$ cat src/rtl/conv_channel_sequencer_pkg.sv
// Shared types and constants for the convolution channel sequencer.
package conv_seq_pkg;

    localparam int unsigned ADDR_W  = 20;
    localparam int unsigned DIM_W   = 8;
    localparam int unsigned CH_W    = 8;
    localparam int unsigned STATE_W = 3;
    localparam int unsigned DRAIN_W = 2;
    localparam int unsigned WD_W    = 16;

    localparam logic [2:0] S_IDLE    = 3'd0;
    localparam logic [2:0] S_CFG     = 3'd1;
    localparam logic [2:0] S_ARM     = 3'd2;
    localparam logic [2:0] S_FILL    = 3'd3;
    localparam logic [2:0] S_DRAIN   = 3'd4;
    localparam logic [2:0] S_COMPUTE = 3'd5;
    localparam logic [2:0] S_NEXT    = 3'd6;
    localparam logic [2:0] S_FINISH  = 3'd7;

    // ROM read latency (1) plus the two-stage write-enable delay
    localparam logic [DRAIN_W-1:0] DRAIN_CYCLES = 2'd3;
    localparam logic [WD_W-1:0]    TIMEOUT_MAX  = 16'hFFFF;

    // Layer configuration captured when a start is accepted
    typedef struct packed {
        logic [CH_W-1:0]  num_channels;
        logic [DIM_W-1:0] weight_size;
        logic [DIM_W-1:0] height;
        logic [DIM_W-1:0] width;
    } layer_cfg_t;

    // True when the latched geometry cannot be processed
    function automatic logic cfg_illegal(input layer_cfg_t cfg);
        return (cfg.num_channels == '0) || (cfg.weight_size == '0) ||
               (cfg.weight_size > cfg.height) || (cfg.weight_size > cfg.width);
    endfunction

endpackage

$ cat src/rtl/conv_channel_sequencer_if.sv
// Host/config and fill/array datapath signals of the channel sequencer.
interface conv_channel_sequencer_if;
    import conv_seq_pkg::*;

    logic                start;
    logic [ADDR_W-1:0]   base_address;
    logic [CH_W-1:0]     num_channels;
    logic [DIM_W-1:0]    weight_size;
    logic [DIM_W-1:0]    image_height;
    logic [DIM_W-1:0]    image_width;
    logic                fill_done;
    logic                array_done;
    logic                fill_enable;
    logic                fill_reset_n;
    logic [ADDR_W-1:0]   fill_address;
    logic [DIM_W-1:0]    fill_weight_size;
    logic [DIM_W-1:0]    fill_height;
    logic [DIM_W-1:0]    fill_width;
    logic                array_start;
    logic                busy;
    logic                done;
    logic                error;
    logic [CH_W-1:0]     channel_idx;
    logic [STATE_W-1:0]  state;

    modport slave (
        input  start, base_address, num_channels, weight_size, image_height,
               image_width, fill_done, array_done,
        output fill_enable, fill_reset_n, fill_address, fill_weight_size,
               fill_height, fill_width, array_start, busy, done, error,
               channel_idx, state
    );

    modport master (
        output start, base_address, num_channels, weight_size, image_height,
               image_width, fill_done, array_done,
        input  fill_enable, fill_reset_n, fill_address, fill_weight_size,
               fill_height, fill_width, array_start, busy, done, error,
               channel_idx, state
    );

endinterface

$ cat src/rtl/conv_channel_sequencer_watchdog.sv
// Wait-state watchdog; only present when CONV_SEQ_TIMEOUT_EN is defined.
`ifdef CONV_SEQ_TIMEOUT_EN
module seq_watchdog
    import conv_seq_pkg::*;
(
    input  logic clk,
    input  logic reset,
    input  logic run,
    output logic expired_c
);

    logic [WD_W-1:0] count_q;

    // Count while waiting; clearing when idle reloads it on every wait-state entry
    always_ff @(posedge clk or posedge reset) begin
        if (reset)    count_q <= '0;
        else if (run) count_q <= count_q + WD_W'(1);
        else          count_q <= '0;
    end

    assign expired_c = run && (count_q == (TIMEOUT_MAX - WD_W'(1)));

endmodule
`endif

$ cat src/rtl/conv_channel_sequencer.sv
// Per-channel fill/drain/compute sequencer for one convolution layer.
// Optional watchdog on FILL/COMPUTE: define CONV_SEQ_TIMEOUT_EN.
module conv_channel_sequencer
    import conv_seq_pkg::*;
(
    input  logic                     clk,
    input  logic                     reset,
    conv_channel_sequencer_if.slave  bus
);

    logic [STATE_W-1:0]   state_q, state_d;
    layer_cfg_t           cfg_q, cfg_d;
    logic [ADDR_W-1:0]    addr_q, addr_d;
    logic [ADDR_W-1:0]    plane_q, plane_d;
    logic [CH_W-1:0]      ch_q, ch_d;
    logic [DRAIN_W-1:0]   drain_q, drain_d;
    logic                 fill_en_q, fill_en_d;
    logic                 fill_rst_n_q, fill_rst_n_d;
    logic                 arr_start_q, arr_start_d;
    logic                 done_q, done_d;
    logic                 err_q, err_d;
    logic                 busy_q, busy_d;
    logic [2*DIM_W-1:0]   plane_c;
    logic                 wd_expired_c;

    assign plane_c = cfg_q.height * cfg_q.width;

`ifdef CONV_SEQ_TIMEOUT_EN
    logic wd_run_c;
    assign wd_run_c = (state_q == S_FILL) || (state_q == S_COMPUTE);
    seq_watchdog u_watchdog (
        .clk       (clk),
        .reset     (reset),
        .run       (wd_run_c),
        .expired_c (wd_expired_c)
    );
`else
    assign wd_expired_c = 1'b0;
`endif

    // Next-state, datapath and next-output decode
    always_comb begin
        state_d = state_q;
        cfg_d   = cfg_q;
        addr_d  = addr_q;
        plane_d = plane_q;
        ch_d    = ch_q;
        drain_d = drain_q;
        err_d   = err_q;
        case (state_q)
            S_IDLE: begin
                if (bus.start) begin
                    cfg_d   = '{num_channels: bus.num_channels, weight_size: bus.weight_size,
                                height: bus.image_height, width: bus.image_width};
                    err_d   = 1'b0;
                    ch_d    = '0;
                    addr_d  = bus.base_address;
                    state_d = S_CFG;
                end
            end
            S_CFG: begin
                if (cfg_illegal(cfg_q)) begin
                    err_d   = 1'b1;
                    state_d = S_IDLE;
                end else begin
                    plane_d = ADDR_W'(plane_c);
                    state_d = S_ARM;
                end
            end
            S_ARM: state_d = S_FILL;
            S_FILL: begin
                if (wd_expired_c) begin
                    err_d   = 1'b1;
                    state_d = S_IDLE;
                end else if (bus.fill_done) begin
                    drain_d = DRAIN_CYCLES;
                    state_d = S_DRAIN;
                end
            end
            S_DRAIN: begin
                drain_d = drain_q - DRAIN_W'(1);
                if (drain_q == DRAIN_W'(1)) state_d = S_COMPUTE;
            end
            S_COMPUTE: begin
                // a done coinciding with our own start pulse belongs to nothing we issued
                if (wd_expired_c) begin
                    err_d   = 1'b1;
                    state_d = S_IDLE;
                end else if (bus.array_done && !arr_start_q) begin
                    state_d = S_NEXT;
                end
            end
            S_NEXT: begin
                if (ch_q == (cfg_q.num_channels - CH_W'(1))) begin
                    state_d = S_FINISH;
                end else begin
                    ch_d    = ch_q + CH_W'(1);
                    addr_d  = addr_q + plane_q;
                    state_d = S_ARM;
                end
            end
            S_FINISH: state_d = S_IDLE;
            default:  state_d = S_IDLE;
        endcase
        fill_en_d    = (state_d == S_FILL);
        fill_rst_n_d = (state_d != S_ARM);
        arr_start_d  = (state_q == S_DRAIN) && (state_d == S_COMPUTE);
        done_d       = (state_d == S_FINISH);
        busy_d       = (state_d != S_IDLE);
    end

    // State, datapath and registered outputs
    always_ff @(posedge clk or posedge reset) begin
        if (reset) begin
            state_q      <= S_IDLE;
            cfg_q        <= '0;
            addr_q       <= '0;
            plane_q      <= '0;
            ch_q         <= '0;
            drain_q      <= '0;
            fill_en_q    <= 1'b0;
            fill_rst_n_q <= 1'b1;
            arr_start_q  <= 1'b0;
            done_q       <= 1'b0;
            err_q        <= 1'b0;
            busy_q       <= 1'b0;
        end else begin
            state_q      <= state_d;
            cfg_q        <= cfg_d;
            addr_q       <= addr_d;
            plane_q      <= plane_d;
            ch_q         <= ch_d;
            drain_q      <= drain_d;
            fill_en_q    <= fill_en_d;
            fill_rst_n_q <= fill_rst_n_d;
            arr_start_q  <= arr_start_d;
            done_q       <= done_d;
            err_q        <= err_d;
            busy_q       <= busy_d;
        end
    end

    assign bus.fill_enable      = fill_en_q;
    assign bus.fill_reset_n     = fill_rst_n_q;
    assign bus.fill_address     = addr_q;
    assign bus.fill_weight_size = cfg_q.weight_size;
    assign bus.fill_height      = cfg_q.height;
    assign bus.fill_width       = cfg_q.width;
    assign bus.array_start      = arr_start_q;
    assign bus.busy             = busy_q;
    assign bus.done             = done_q;
    assign bus.error            = err_q;
    assign bus.channel_idx      = ch_q;
    assign bus.state            = state_q;

endmodule

$ cat src/flat_wrapper.sv
// flat-port wrapper written by rule: the top's interface ports become plain ports
module conv_channel_sequencer_flat import conv_seq_pkg::*;
  (clk, reset, bus_start, bus_base_address, bus_num_channels, bus_weight_size, bus_image_height, bus_image_width, bus_fill_done, bus_array_done, bus_fill_enable, bus_fill_reset_n, bus_fill_address, bus_fill_weight_size, bus_fill_height, bus_fill_width, bus_array_start, bus_busy, bus_done, bus_error, bus_channel_idx, bus_state);
  conv_channel_sequencer_if bus_i ();
  input  logic clk;
  input  logic reset;
  input wire logic [$bits(bus_i.start)-1:0] bus_start;
  input wire logic [$bits(bus_i.base_address)-1:0] bus_base_address;
  input wire logic [$bits(bus_i.num_channels)-1:0] bus_num_channels;
  input wire logic [$bits(bus_i.weight_size)-1:0] bus_weight_size;
  input wire logic [$bits(bus_i.image_height)-1:0] bus_image_height;
  input wire logic [$bits(bus_i.image_width)-1:0] bus_image_width;
  input wire logic [$bits(bus_i.fill_done)-1:0] bus_fill_done;
  input wire logic [$bits(bus_i.array_done)-1:0] bus_array_done;
  output wire logic [$bits(bus_i.fill_enable)-1:0] bus_fill_enable;
  output wire logic [$bits(bus_i.fill_reset_n)-1:0] bus_fill_reset_n;
  output wire logic [$bits(bus_i.fill_address)-1:0] bus_fill_address;
  output wire logic [$bits(bus_i.fill_weight_size)-1:0] bus_fill_weight_size;
  output wire logic [$bits(bus_i.fill_height)-1:0] bus_fill_height;
  output wire logic [$bits(bus_i.fill_width)-1:0] bus_fill_width;
  output wire logic [$bits(bus_i.array_start)-1:0] bus_array_start;
  output wire logic [$bits(bus_i.busy)-1:0] bus_busy;
  output wire logic [$bits(bus_i.done)-1:0] bus_done;
  output wire logic [$bits(bus_i.error)-1:0] bus_error;
  output wire logic [$bits(bus_i.channel_idx)-1:0] bus_channel_idx;
  output wire logic [$bits(bus_i.state)-1:0] bus_state;
  assign bus_i.start = bus_start;
  assign bus_i.base_address = bus_base_address;
  assign bus_i.num_channels = bus_num_channels;
  assign bus_i.weight_size = bus_weight_size;
  assign bus_i.image_height = bus_image_height;
  assign bus_i.image_width = bus_image_width;
  assign bus_i.fill_done = bus_fill_done;
  assign bus_i.array_done = bus_array_done;
  assign bus_fill_enable = bus_i.fill_enable;
  assign bus_fill_reset_n = bus_i.fill_reset_n;
  assign bus_fill_address = bus_i.fill_address;
  assign bus_fill_weight_size = bus_i.fill_weight_size;
  assign bus_fill_height = bus_i.fill_height;
  assign bus_fill_width = bus_i.fill_width;
  assign bus_array_start = bus_i.array_start;
  assign bus_busy = bus_i.busy;
  assign bus_done = bus_i.done;
  assign bus_error = bus_i.error;
  assign bus_channel_idx = bus_i.channel_idx;
  assign bus_state = bus_i.state;
  conv_channel_sequencer u_core (.clk(clk), .reset(reset), .bus(bus_i));
endmodule
$ cat config.mk
export PLATFORM = sky130hd
export DESIGN_NAME = conv_channel_sequencer_flat
export DESIGN_NICKNAME = d
export VERILOG_FILES = /design/src/rtl/conv_channel_sequencer_pkg.sv /design/src/rtl/conv_channel_sequencer_if.sv /design/src/rtl/conv_channel_sequencer_watchdog.sv /design/src/rtl/conv_channel_sequencer.sv /design/src/flat_wrapper.sv
export SDC_FILE = /design/constraint.sdc
export NUM_CORES = 1
export LEC_CHECK = 0
export CAP_MARGIN = 20
export CORE_ASPECT_RATIO = 0.75
export CORE_MARGIN = 8
export CORE_UTILIZATION = 55
export DETAILED_ROUTE_END_ITERATION = 10
export GPL_ROUTABILITY_DRIVEN = 0
export PLACE_DENSITY = 0.86
export SETUP_SLACK_MARGIN = 0.1
export SLEW_MARGIN = 40
export SYNTH_ARGS = -nofsm -noshare
export SYNTH_HDL_FRONTEND = slang
export SYNTH_HIERARCHICAL = 1
export SYNTH_SLANG_ARGS = --single-unit
$ cat constraint.sdc
create_clock -name clk -period 7.4 [get_ports clk]
set_input_delay 1.48 -clock clk [delete_from_list [all_inputs] [get_ports clk]]
set_output_delay 1.48 -clock clk [all_outputs]
set_load 0.005 [all_outputs]
Yosys cells after proc, flatten, opt, wreduce, memory -nomap -nowiden
Cells that the tools add are included.

Bits in registers: 87. Latch bits: 0. RAM bits: 0. Memory bits (read-only): 0. Input port bits: 57. Output and inout port bits: 61. Logic and storage cells: 76. Memories: 0.

$add $sub $neg: 4. Multiply operators: 1. Div/mod/pow operators: 0. $lt $le $gt $ge: 2. Equal/unequal tests: 17. Shift operators: 0. Mux-type cells: 18. Bitwise gates (word level): 1. Reductions and logical operators: 18.

Operator list (number): two-way mux 20 bit (2); case mux 20 bit (2 select lines) (1); case mux 3 bit (8 select lines) (1); adder 20 x 16 -> 20 bit (1); == test 3 bit (second input constant) (6); > comparator 8 bit (2); zero test 8 bit (2); multiplier 8 x 8 -> 16 bit (1); two-way mux 8 bit (2); case mux 8 bit (2 select lines) (1); two-way mux 3 bit (5); == test 3 x 2 -> 1 bit (second input constant) (3); adder 8 x 1 -> 8 bit (second input constant) (1); == test 8 bit (1); subtractor 8 x 1 -> 8 bit (second input constant) (1); != test 2 bit (second input constant) (3); AND reduction 2 bit (3); AND reduction 3 bit (2); nonzero test 2 bit (3); two-way mux 2 bit (2); case mux 2 bit (2 select lines) (1); == test 3 x 1 -> 1 bit (second input constant) (1); zero test 3 bit (1); logical OR 1 bit (3); other kinds (10) (12).

Depth between registers and ports, before layout
Gate-level depths: netlist of run 1.

Depth after elaboration: 8. Mapped depth: 18.

Worst setup path after synthesis of run 1
OpenSTA, ideal clock, no wires.

Path type: register to register. From: reg u_core.cfg_q (netlist bit u_core/bus.fill_width[4]). To: reg u_core.plane_q[15]. Setup time: 0.136 ns. Data arrival time: 4.506 ns. Required time: 7.264 ns. Path slack: 2.757 ns. Cell stages (with the launch flop): 19. Path buffers: 0. Period minus slack after synthesis: 4.643 ns. Cell sequence: dfrtp_1 inv_1 nor2_1 fa_1 inv_1 fa_1 inv_1 fa_1 inv_1 fa_1 inv_1 ha_1 o21a_1 o31a_1 or4_1 a31o_2 o41a_1 xnor2_1 o21ai_0.

Longest elaborated chain between the ends: 4.

RTL lines: start, declared (RTL line conv_channel_sequencer.sv:12) `layer_cfg_t cfg_q, cfg_d;`; start signal, assigned (RTL line conv_channel_sequencer.sv:129) `cfg_q <= cfg_d;`; branches (longest 4 deep; another with multiplier 8 x 8 -> 16 bit); end signal, assigned (RTL line conv_channel_sequencer.sv:131) `plane_q <= plane_d;`; end, declared (RTL line conv_channel_sequencer.sv:14) `logic [ADDR_W-1:0] plane_q, plane_d;`.

Parallel ways; which one is timed is not known. A chain may end at the register's enable or synchronous reset.

Worst setup path in the final report of run 1
From: reg u_core.cfg_q (netlist bit u_core/bus.fill_height[3]). To: reg u_core.plane_q[15].

Longest elaborated chain between the ends: 5.

RTL lines: branches (longest 5 deep; another with multiplier 8 x 8 -> 16 bit).

Parallel ways; which one is timed is not known.

==> impl_metrics.json, run 1 <==
{
  "ios": 118,
  "post-place-ws_ns": 2.47,
  "skew_ns": 0.00371,
  "async_flop_share": 1.00,
  "numCtsBuffers": 9,
  "multiInputGateArea_sq_um": 4510,
  "grt_pass1_wl_um": 29500,
  "ys_warn_count": 6,
  "die_h_um": 116,
  "synth.area.top_cells": "dfrtp_1 (30%), ha_1 (12%), fa_1 (10%), nand2_1 (5.2%), inv_1 (4.3%)",
  "grt_use_total": 0.210,
  "portBuffers": 117,
  "post_drt_wl_per_cell_um": 16.6,
  "final_area_sq_um": 8690,
  "period_share": 0.673,
  "grt_overflow_total": 0,
  "rsz0062_at_grt": "no",
  "synthFlopType": "dfrtp_1",
  "max_freq_ghz": 0.201,
  "htreeDepth": 3,
  "drive_gt1_frac": 0.0593,
  "startpoint_type": "register",
  "synth_top_area_share": 0.295,
  "vias": 6066,
  "first_pass_iters": 4,
  "cts_setup_buffers": 0,
  "grt_max_degree": 62,
  "diodes": 0,
  "fin_cells": 1082,
  "first_global_vias": 6020,
  "relSlewSlack": 0.528,
  "rows": 36,
  "nNetsFinal": 1071,
  "fp.dieArea_sq_um": 17200,
  "ys_ff_latch": 87,
  "crit_path_cell_trace": "inv_1, nor2_1, fa_1, inv_1, fa_1, inv_1, fa_1, inv_1, fa_1, inv_1, ha_1, o21a_1, o31a_1, or4_1, a31o_2, o41a_1, xnor2_1, o21ai_0",
  "drtAntennaViolNets": 0,
  "initial_core_util": 0.562,
  "synth_cell_types": 64,
  "wl_um": 17900,
  "end_kind": "register",
  "avgSynthCellArea_sq_um": 8.86,
  "maxSlewViolCount": 0,
  "root_buffer": "clkbuf_16",
  "core_region_area_sq_um": 13000,
  "fin_setup_tns_ns": 0,
  "cts.repair.resized": 0,
  "hold_viol_final": 0,
  "viasPerCell": 5.61,
  "nFillCells": 1043,
  "slowest_stage": "fa_1",
  "cp_data_arrival_time_ns": 5.19,
  "postCtsHoldBufs": 0,
  "synth_fp_nets": 987,
  "synth_area_leader_cell": "dfrtp_1",
  "yosysSeqAreaShare": 0.299,
  "cp_max_fo": 7,
  "die_w_um": 149,
  "synthesis.area_sq_um": 7290,
  "clockBufferDepth": 2,
  "syn-instance-count": 822,
  "place_inst": 1066,
  "seqCellArea_sq_um": 2180,
  "fin_ws_ns": 2.42,
  "status": "complete, no violations",
  "cp.required_ns": 7.61,
  "drc": 0,
  "drv_cap": 0,
  "period_minus_slack_ns": 4.98,
  "place_hpwl_um": 13900,
  "tightest_slew_ns": 0.708,
  "clock-sinks": 87,
  "insertion_delay_ns": 0.35,
  "drt_iter0_drc": 360,
  "hp-class": "register to register",
  "critPathKind": "register to register",
  "synth_edf_count": 0,
  "setup_viol": 0,
  "grt_antenna_before_repair": 0,
  "clk_pin_slew_ns": 0.06,
  "cts_tree": "built",
  "placed_area_sq_um": 8420,
  "cpPeakStageDelay_ns": 0.54,
  "path_common_cell": "inv_1",
  "area_delta_synth_final_pct": 19.3
}
logic make-up after synthesis:
kind of cell / share of synthesized area
adders and majority gates: 0.224
and+or+nand+nor: 0.177
muxes: 0.0309
xor gates and xnor gates: 0.0421
buffers and inverters: 0.0831
DFF: 0.299
AOI/OAI and AO/OA: 0.144
layout make-up:
type                       count  area share
clock buffer                  11      0.0279
clock inverter                 5     0.00389
inverter                      85      0.0368
multi-input combinational    603       0.519
sequential                    87       0.251
tap                          171      0.0246
timing repair buffer         120       0.137
per-layer routing:
metal	wire length, um	share of wire	vias up	GRT usage
met3	1610	0.090	30	0.0675
met2	7820	0.44	213	0.315
met4	285	0.016	0	0.0624
met5	0	0	-	0
li1	-	-	2939	-
met1	8200	0.46	2884	0.285
sequential cells by signal, summed over array words and instances, names as in the netlist:
name	cells
u_core/bus.busy	1
u_core/bus.fill_height	8
u_core/bus.fill_weight_size	8
u_core/bus.done	1
u_core/drain_q	2
u_core/bus.fill_reset_n	1
u_core/bus.error	1
u_core/bus.fill_width	8
u_core/bus.fill_address	20
u_core/bus.array_start	1
u_core/bus.fill_enable	1
u_core/plane_q	16
u_core/bus.state	3
u_core/bus.channel_idx	8
u_core/cfg_q	8
stage by stage:
stage | hold slack (ns) | utilization
2_1_floorplan | 0.454 | -
3_3_place_gp | 0.478 | 0.649
3_5_place_dp | 0.484 | 0.649
4_1_cts | 0.499 | 0.670
5_1_grt | 0.513 | 0.670
6_report | 0.497 | 0.670
layout by cell type (no fill, tap or decap), drive strengths merged, types with 37 or more instances in the layout:
| master | instances |
|---|---|
| clkdlybuf4s50 | 117 |
| nand2 | 101 |
| dfrtp | 86 |
| inv | 82 |
| nor2 | 75 |
| ha | 71 |
| o21ai | 61 |
| a21oi | 40 |
| fa | 37 |
final timing paths:
check                                          startpoint                         end  slack [ns]  cells past startpoint
worst min register to register         u_core/plane_q[12]          u_core/plane_q[12]        0.50                      2
min in group asynchronous                           reset            u_core/cfg_q[31]        1.48                      2
worst max register to register  u_core/bus.fill_height[3]          u_core/plane_q[15]        2.42                     18
max in group asynchronous                           reset  u_core/bus.fill_address[1]        4.82                      3
worst min-delay path                   u_core/plane_q[12]          u_core/plane_q[12]        0.50                      2
worst max-delay path            u_core/bus.fill_height[3]          u_core/plane_q[15]        2.42                     18
synth_stat cells, drive strengths merged, types with 2 or more instances:
master   number
o21ai        61
nand4         4
ha           71
nand3b        2
nand2       101
and2         12
a211oi        9
xor2         21
nor2b         4
clkinv        2
nor4b         2
o2111ai       2
a31oi         9
clkbuf       16
nor3         21
a21boi        2
or4b          2
buf          31
a21o         11
nand2b        6
xnor2        14
or2           3
mux2         20
inv          83
a22oi         2
nor4          3
o21a          4
a311oi        2
o211ai        9
and3         12
dfrtp        86
a31o          2
nor2         75
fa           37
or4           2
a21oi        40
nand3        21
worst max-delay path, delay by kind of cell (launching register included):
kind                     cells  cell delay [ns]
adder cells (fa/ha/maj)      5             2.39
AO/OA/AOI/OAI                5             0.89
AND/OR/NAND/NOR              2             0.56
flip-flops                   1             0.47
buffers and inverters        5             0.40
XOR/XNOR                     1             0.14
Power of run 1 is left out: the tool's default activity adds up to more than one toggle a clock period on the data nets, which glitch-free logic cannot reach.
==> run 2, diff against run 1 <==
--- a/config.mk
+++ b/config.mk
@@ -8,10 +8,10 @@
 export CAP_MARGIN = 20
 export CORE_ASPECT_RATIO = 0.75
 export CORE_MARGIN = 8
-export CORE_UTILIZATION = 55
+export CORE_UTILIZATION = 50
 export DETAILED_ROUTE_END_ITERATION = 10
 export GPL_ROUTABILITY_DRIVEN = 0
-export PLACE_DENSITY = 0.86
+export PLACE_DENSITY = 0.82
 export SETUP_SLACK_MARGIN = 0.1
 export SLEW_MARGIN = 40
 export SYNTH_ARGS = -nofsm -noshare
==> constraint.sdc (replaced) <==
create_clock -name clk -period 4.2 [get_ports clk]
set_input_delay 0.84 -clock clk [delete_from_list [all_inputs] [get_ports clk]]
set_output_delay 0.84 -clock clk [all_outputs]
set_load 0.005 [all_outputs]
==> impl_metrics.json, run 2 (synthesized netlist as in run 1, its figures left out) <==
{
  "path_delay_family": "adder cells",
  "period_minus_slack_ns": 4.60,
  "grt_overflow_total": 0,
  "htreeDepth": 3,
  "end_kind": "register",
  "cpPeakStageDelay_ns": 0.57,
  "slowest_stage": "fa_1",
  "numCtsBuffers": 9,
  "timing.rr.end": "u_core/plane_q[15]",
  "root_buffer": "clkbuf_16",
  "placed_area_sq_um": 8890,
  "cp_max_fo": 3,
  "violations": "setup timing",
  "crit_end": "u_core/plane_q[15]",
  "final_core_util": 0.647,
  "wl_um": 18400,
  "ios": 118,
  "drive_gt1_frac": 0.137,
  "final_area_sq_um": 9290,
  "crit_start": "u_core/bus.fill_height[2]",
  "portBuffers": 117,
  "min_from": "u_core/plane_q[12]",
  "rsz0062_at_grt": "yes",
  "drtAntennaViolNets": 0,
  "clockBufferDepth": 2,
  "vias": 6258,
  "area_delta_synth_final_pct": 27.5,
  "initial_core_util": 0.507,
  "first_pass_iters": 5,
  "cp_data_arrival_time_ns": 4.82,
  "grt_use_total": 0.198,
  "final_cell_mix": "clkdlybuf4s50_1 (117), nand2_1 (100), dfrtp_1 (86)",
  "path_common_cell": "fa_1",
  "path_buf_inv": 4,
  "r2r_setup_slack_ns": -0.40,
  "diodes": 0,
  "period_share": 1.10,
  "setup_viol": 4,
  "die_h_um": 121,
  "crit_path_cell_trace": "buf_4, nand2_1, fa_1, fa_1, inv_2, fa_1, inv_1, fa_1, inv_2, ha_4, o21a_1, o31a_1, or4_4, a31o_4, o41a_1, xnor2_1, o21ai_1",
  "maxSlewViolCount": 0,
  "fin_ws_ns": -0.405,
  "max_freq_ghz": 0.217,
  "status": "finished with violations",
  "rows": 38,
  "clock-sinks": 87,
  "final_common_cell": "clkdlybuf4s50_1",
  "critPathKind": "register to register",
  "relSlewSlack": 0.549,
  "fp.dieArea_sq_um": 18700,
  "die_w_um": 155,
  "grt_antenna_before_repair": 0,
  "insertion_delay_ns": 0.34,
  "hp-class": "register to register",
  "grt_max_degree": 65,
  "rr_worst_depth": 17,
  "viasPerCell": 5.35,
  "first_global_vias": 6230,
  "fin_cells": 1169,
  "skew_ns": 0.00860,
  "drc": 0,
  "worst-path-stages": 17,
  "cp.required_ns": 4.42,
  "post_drt_wl_per_cell_um": 15.8,
  "grt_pass1_wl_um": 30500,
  "drv_cap": 0,
  "nNetsFinal": 1129,
  "place_hpwl_um": 14400,
  "place_inst": 1148,
  "postCtsHoldBufs": 0,
  "tightest_slew_ns": 0.672,
  "largest_reg_flops": 20,
  "drt_iter0_drc": 444,
  "cts_tree": "built",
  "r2r_start": "u_core/bus.fill_height[2]",
  "hold_viol_final": 0,
  "clk_pin_slew_ns": 0.07,
  "core_region_area_sq_um": 14400,
  "startpoint_type": "register"
}
-- run 2: cell count changes in the layout (fill, tap and decap cells not counted), moves of 3 or more --
cell     change
o21ai_0      -4
nor2_1       -3
inv_2        +7
o21ai_1      +4
buf_4       +57
inv_1        -7
-- run 2: through the flow --
stage / setup TNS [ns] / setup slack [ns] / hold WS [ns]
2_1_floorplan: -0.433 / -0.320 / 0.454
5_1_grt: -1.66 / -0.615 / 0.513
6_report: -0.797 / -0.405 / 0.492
3_3_place_gp: -0.512 / -0.351 / 0.475
4_1_cts: -0.900 / -0.432 / 0.499
3_5_place_dp: -0.948 / -0.441 / 0.483
-- run 2: worst register-to-register path, stage by stage, from the launching register on --
cell	delay [ns]
dfrtp_1	0.41
buf_4	0.15
nand2_1	0.07
fa_1	0.44
fa_1	0.57
inv_2	0.04
fa_1	0.53
inv_1	0.05
fa_1	0.49
inv_2	0.05
ha_4	0.23
o21a_1	0.10
o31a_1	0.11
or4_4	0.44
a31o_4	0.25
o41a_1	0.32
xnor2_1	0.16
o21ai_1	0.09
-- run 2: repair_timing --
item                                    4_1_cts  5_1_grt
endpoints found under the setup margin        6        7
setup buffers                                 1        4
resized for setup                             8       11
pin swaps                                     6       12
-- run 2: how the worst min path moves through the flow --
stage               slack, ns            endpoint  cells after the start
detailed placement       0.48  u_core/plane_q[12]                      2
finish                   0.49  u_core/plane_q[12]                      2
global route             0.51  u_core/plane_q[12]                      2
floorplan                0.45   u_core/plane_q[0]                      2
CTS                      0.50  u_core/plane_q[12]                      2
global placement         0.48  u_core/plane_q[12]                      2
-- run 2: final cells by class --
class	instances	area (sq um)
Multi-Input combinational cell	603	4620
Inverter	85	320
Fill cell	1202	5070
Clock buffer	10	239
Timing Repair Buffer	178	1630
Tap cell	200	250
Clock inverter	6	50.0
Sequential cell	87	2180
-- run 2: layer usage --
layer	vias to the layer above	GRT usage	part of all wire
li1	3047	-	-
met1	3036	0.276	0.47
met2	165	0.314	0.46
met3	10	0.0439	0.063
met4	0	0.0357	0.0059
met5	-	0	0
Power of run 2 is left out for the same reason.
==> run 3, diff against run 2 <==
--- a/config.mk
+++ b/config.mk
@@ -11,6 +11,7 @@
 export CORE_UTILIZATION = 50
 export DETAILED_ROUTE_END_ITERATION = 10
 export GPL_ROUTABILITY_DRIVEN = 0
+export MAX_ROUTING_LAYER = met4
 export PLACE_DENSITY = 0.82
 export SETUP_SLACK_MARGIN = 0.1
 export SLEW_MARGIN = 40
==> impl_metrics.json, run 3 (synthesized netlist as in run 1, its figures left out) <==
{
  "status": "finished with violations",
  "violations": "setup timing",
  "ios": 118,
  "period_minus_slack_ns": 4.61,
  "drive_gt1_frac": 0.137,
  "initial_core_util": 0.507,
  "end_kind": "register",
  "die_h_um": 121,
  "grt_pass1_wl_um": 30400,
  "die_w_um": 155,
  "place_hpwl_um": 14400,
  "clock-sinks": 87,
  "final_area_sq_um": 9290,
  "first_global_vias": 6235,
  "post-place-ws_ns": -0.441,
  "seqCellArea_sq_um": 2180,
  "min_from": "u_core/plane_q[10]",
  "grt_max_degree": 65,
  "maxSlewViolCount": 0,
  "skew_ns": 0.00851,
  "tightest_slew_ns": 0.679,
  "final_cell_mix": "clkdlybuf4s50_1 (117), nand2_1 (100), dfrtp_1 (86)",
  "relSlewSlack": 0.545,
  "placed_area_sq_um": 8890,
  "grt_use_total": 0.204,
  "grt_antenna_before_repair": 0,
  "drt_iter0_drc": 364,
  "holdWs_ns": 0.493,
  "wl_um": 18500,
  "diodes": 0,
  "cp.required_ns": 4.42,
  "drc": 0,
  "startpoint_type": "register",
  "final_common_cell": "clkdlybuf4s50_1",
  "numCtsBuffers": 9,
  "setup_viol": 4,
  "cp_data_arrival_time_ns": 4.83,
  "critPathKind": "register to register",
  "insertion_delay_ns": 0.34,
  "fp.dieArea_sq_um": 18700,
  "nNetsFinal": 1129,
  "fin_ws_ns": -0.413,
  "first_pass_iters": 5,
  "nFillCells": 1202,
  "period_share": 1.10,
  "clk_pin_slew_ns": 0.07,
  "area_delta_synth_final_pct": 27.5,
  "portBuffers": 117,
  "cts_tree": "built",
  "rows": 38,
  "postCtsHoldBufs": 0,
  "crit_start": "u_core/bus.fill_height[2]",
  "r2r_start": "u_core/bus.fill_height[2]",
  "multiInputGateArea_sq_um": 4620,
  "clockBufferDepth": 2,
  "largest_reg_flops": 20,
  "core_region_area_sq_um": 14400,
  "vias": 6247,
  "rsz0062_at_grt": "yes",
  "hp-class": "register to register",
  "hold_viol_final": 0,
  "root_buffer": "clkbuf_16",
  "drtAntennaViolNets": 0,
  "viasPerCell": 5.34,
  "cp_max_fo": 3,
  "drv_cap": 0,
  "htreeDepth": 3,
  "grt_overflow_total": 0,
  "max_freq_ghz": 0.217,
  "post_drt_wl_per_cell_um": 15.8
}
==> run 3: cell counts in the layout (fill, tap and decap cells not counted) <==
Identical to the previous run, type by type.
==> run 3: worst paths after layout <==
check | endpoint | slack (ns) | cells past startpoint
setup / recovery | u_core/plane_q[15] | -0.41 | 17
hold / removal | u_core/plane_q[10] | 0.49 | 2
setup reg to reg | u_core/plane_q[15] | -0.41 | 17
hold reg to reg | u_core/plane_q[10] | 0.49 | 2
max in group asynchronous | u_core/bus.fill_reset_n | 2.57 | 3
min in group asynchronous | u_core/cfg_q[31] | 0.82 | 2
==> run 3: layout make-up <==
type / count / share of cell area
multi-input combinational: 603 / 0.497
sequential: 87 / 0.234
timing repair buffer: 178 / 0.176
inverter: 85 / 0.0345
tap: 200 / 0.0269
clock buffer: 10 / 0.0257
clock inverter: 6 / 0.00539
==> run 3: critical path: stages, from the launching register on <==
cell	delay, ns
dfrtp_1	0.41
buf_4	0.15
nand2_1	0.07
fa_1	0.44
fa_1	0.57
inv_2	0.04
fa_1	0.53
inv_1	0.05
fa_1	0.49
inv_2	0.05
ha_4	0.23
o21a_1	0.10
o31a_1	0.11
or4_4	0.44
a31o_4	0.25
o41a_1	0.32
xnor2_1	0.17
o21ai_1	0.09
==> run 3: stage by stage <==
stage / TNS (ns) / utilization / cells
after detailed placement: -0.948 / 0.619 / 1148
after CTS: -0.900 / 0.643 / 1165
after floorplan: -0.433 / - / 822
final: -0.815 / 0.647 / 1169
after global routing: -1.66 / 0.647 / 1169
after global placement: -0.512 / 0.619 / 1148
==> run 3: what timing repair did <==
action | in CTS | in global routing
cloned | 0 | 0
pin swaps | 6 | 12
endpoints found under the setup margin | 6 | 7
setup buffers | 1 | 4
gates resized for setup | 8 | 11
==> run 3: layer usage <==
metal | vias to the layer above | share of wire | global-route usage
met5 | - | 0 | -
met4 | 0 | 0.0069 | 0.0357
met3 | 14 | 0.056 | 0.0364
met2 | 174 | 0.46 | 0.316
met1 | 3010 | 0.48 | 0.280
li1 | 3049 | - | -
Power of run 3 is left out for the same reason.
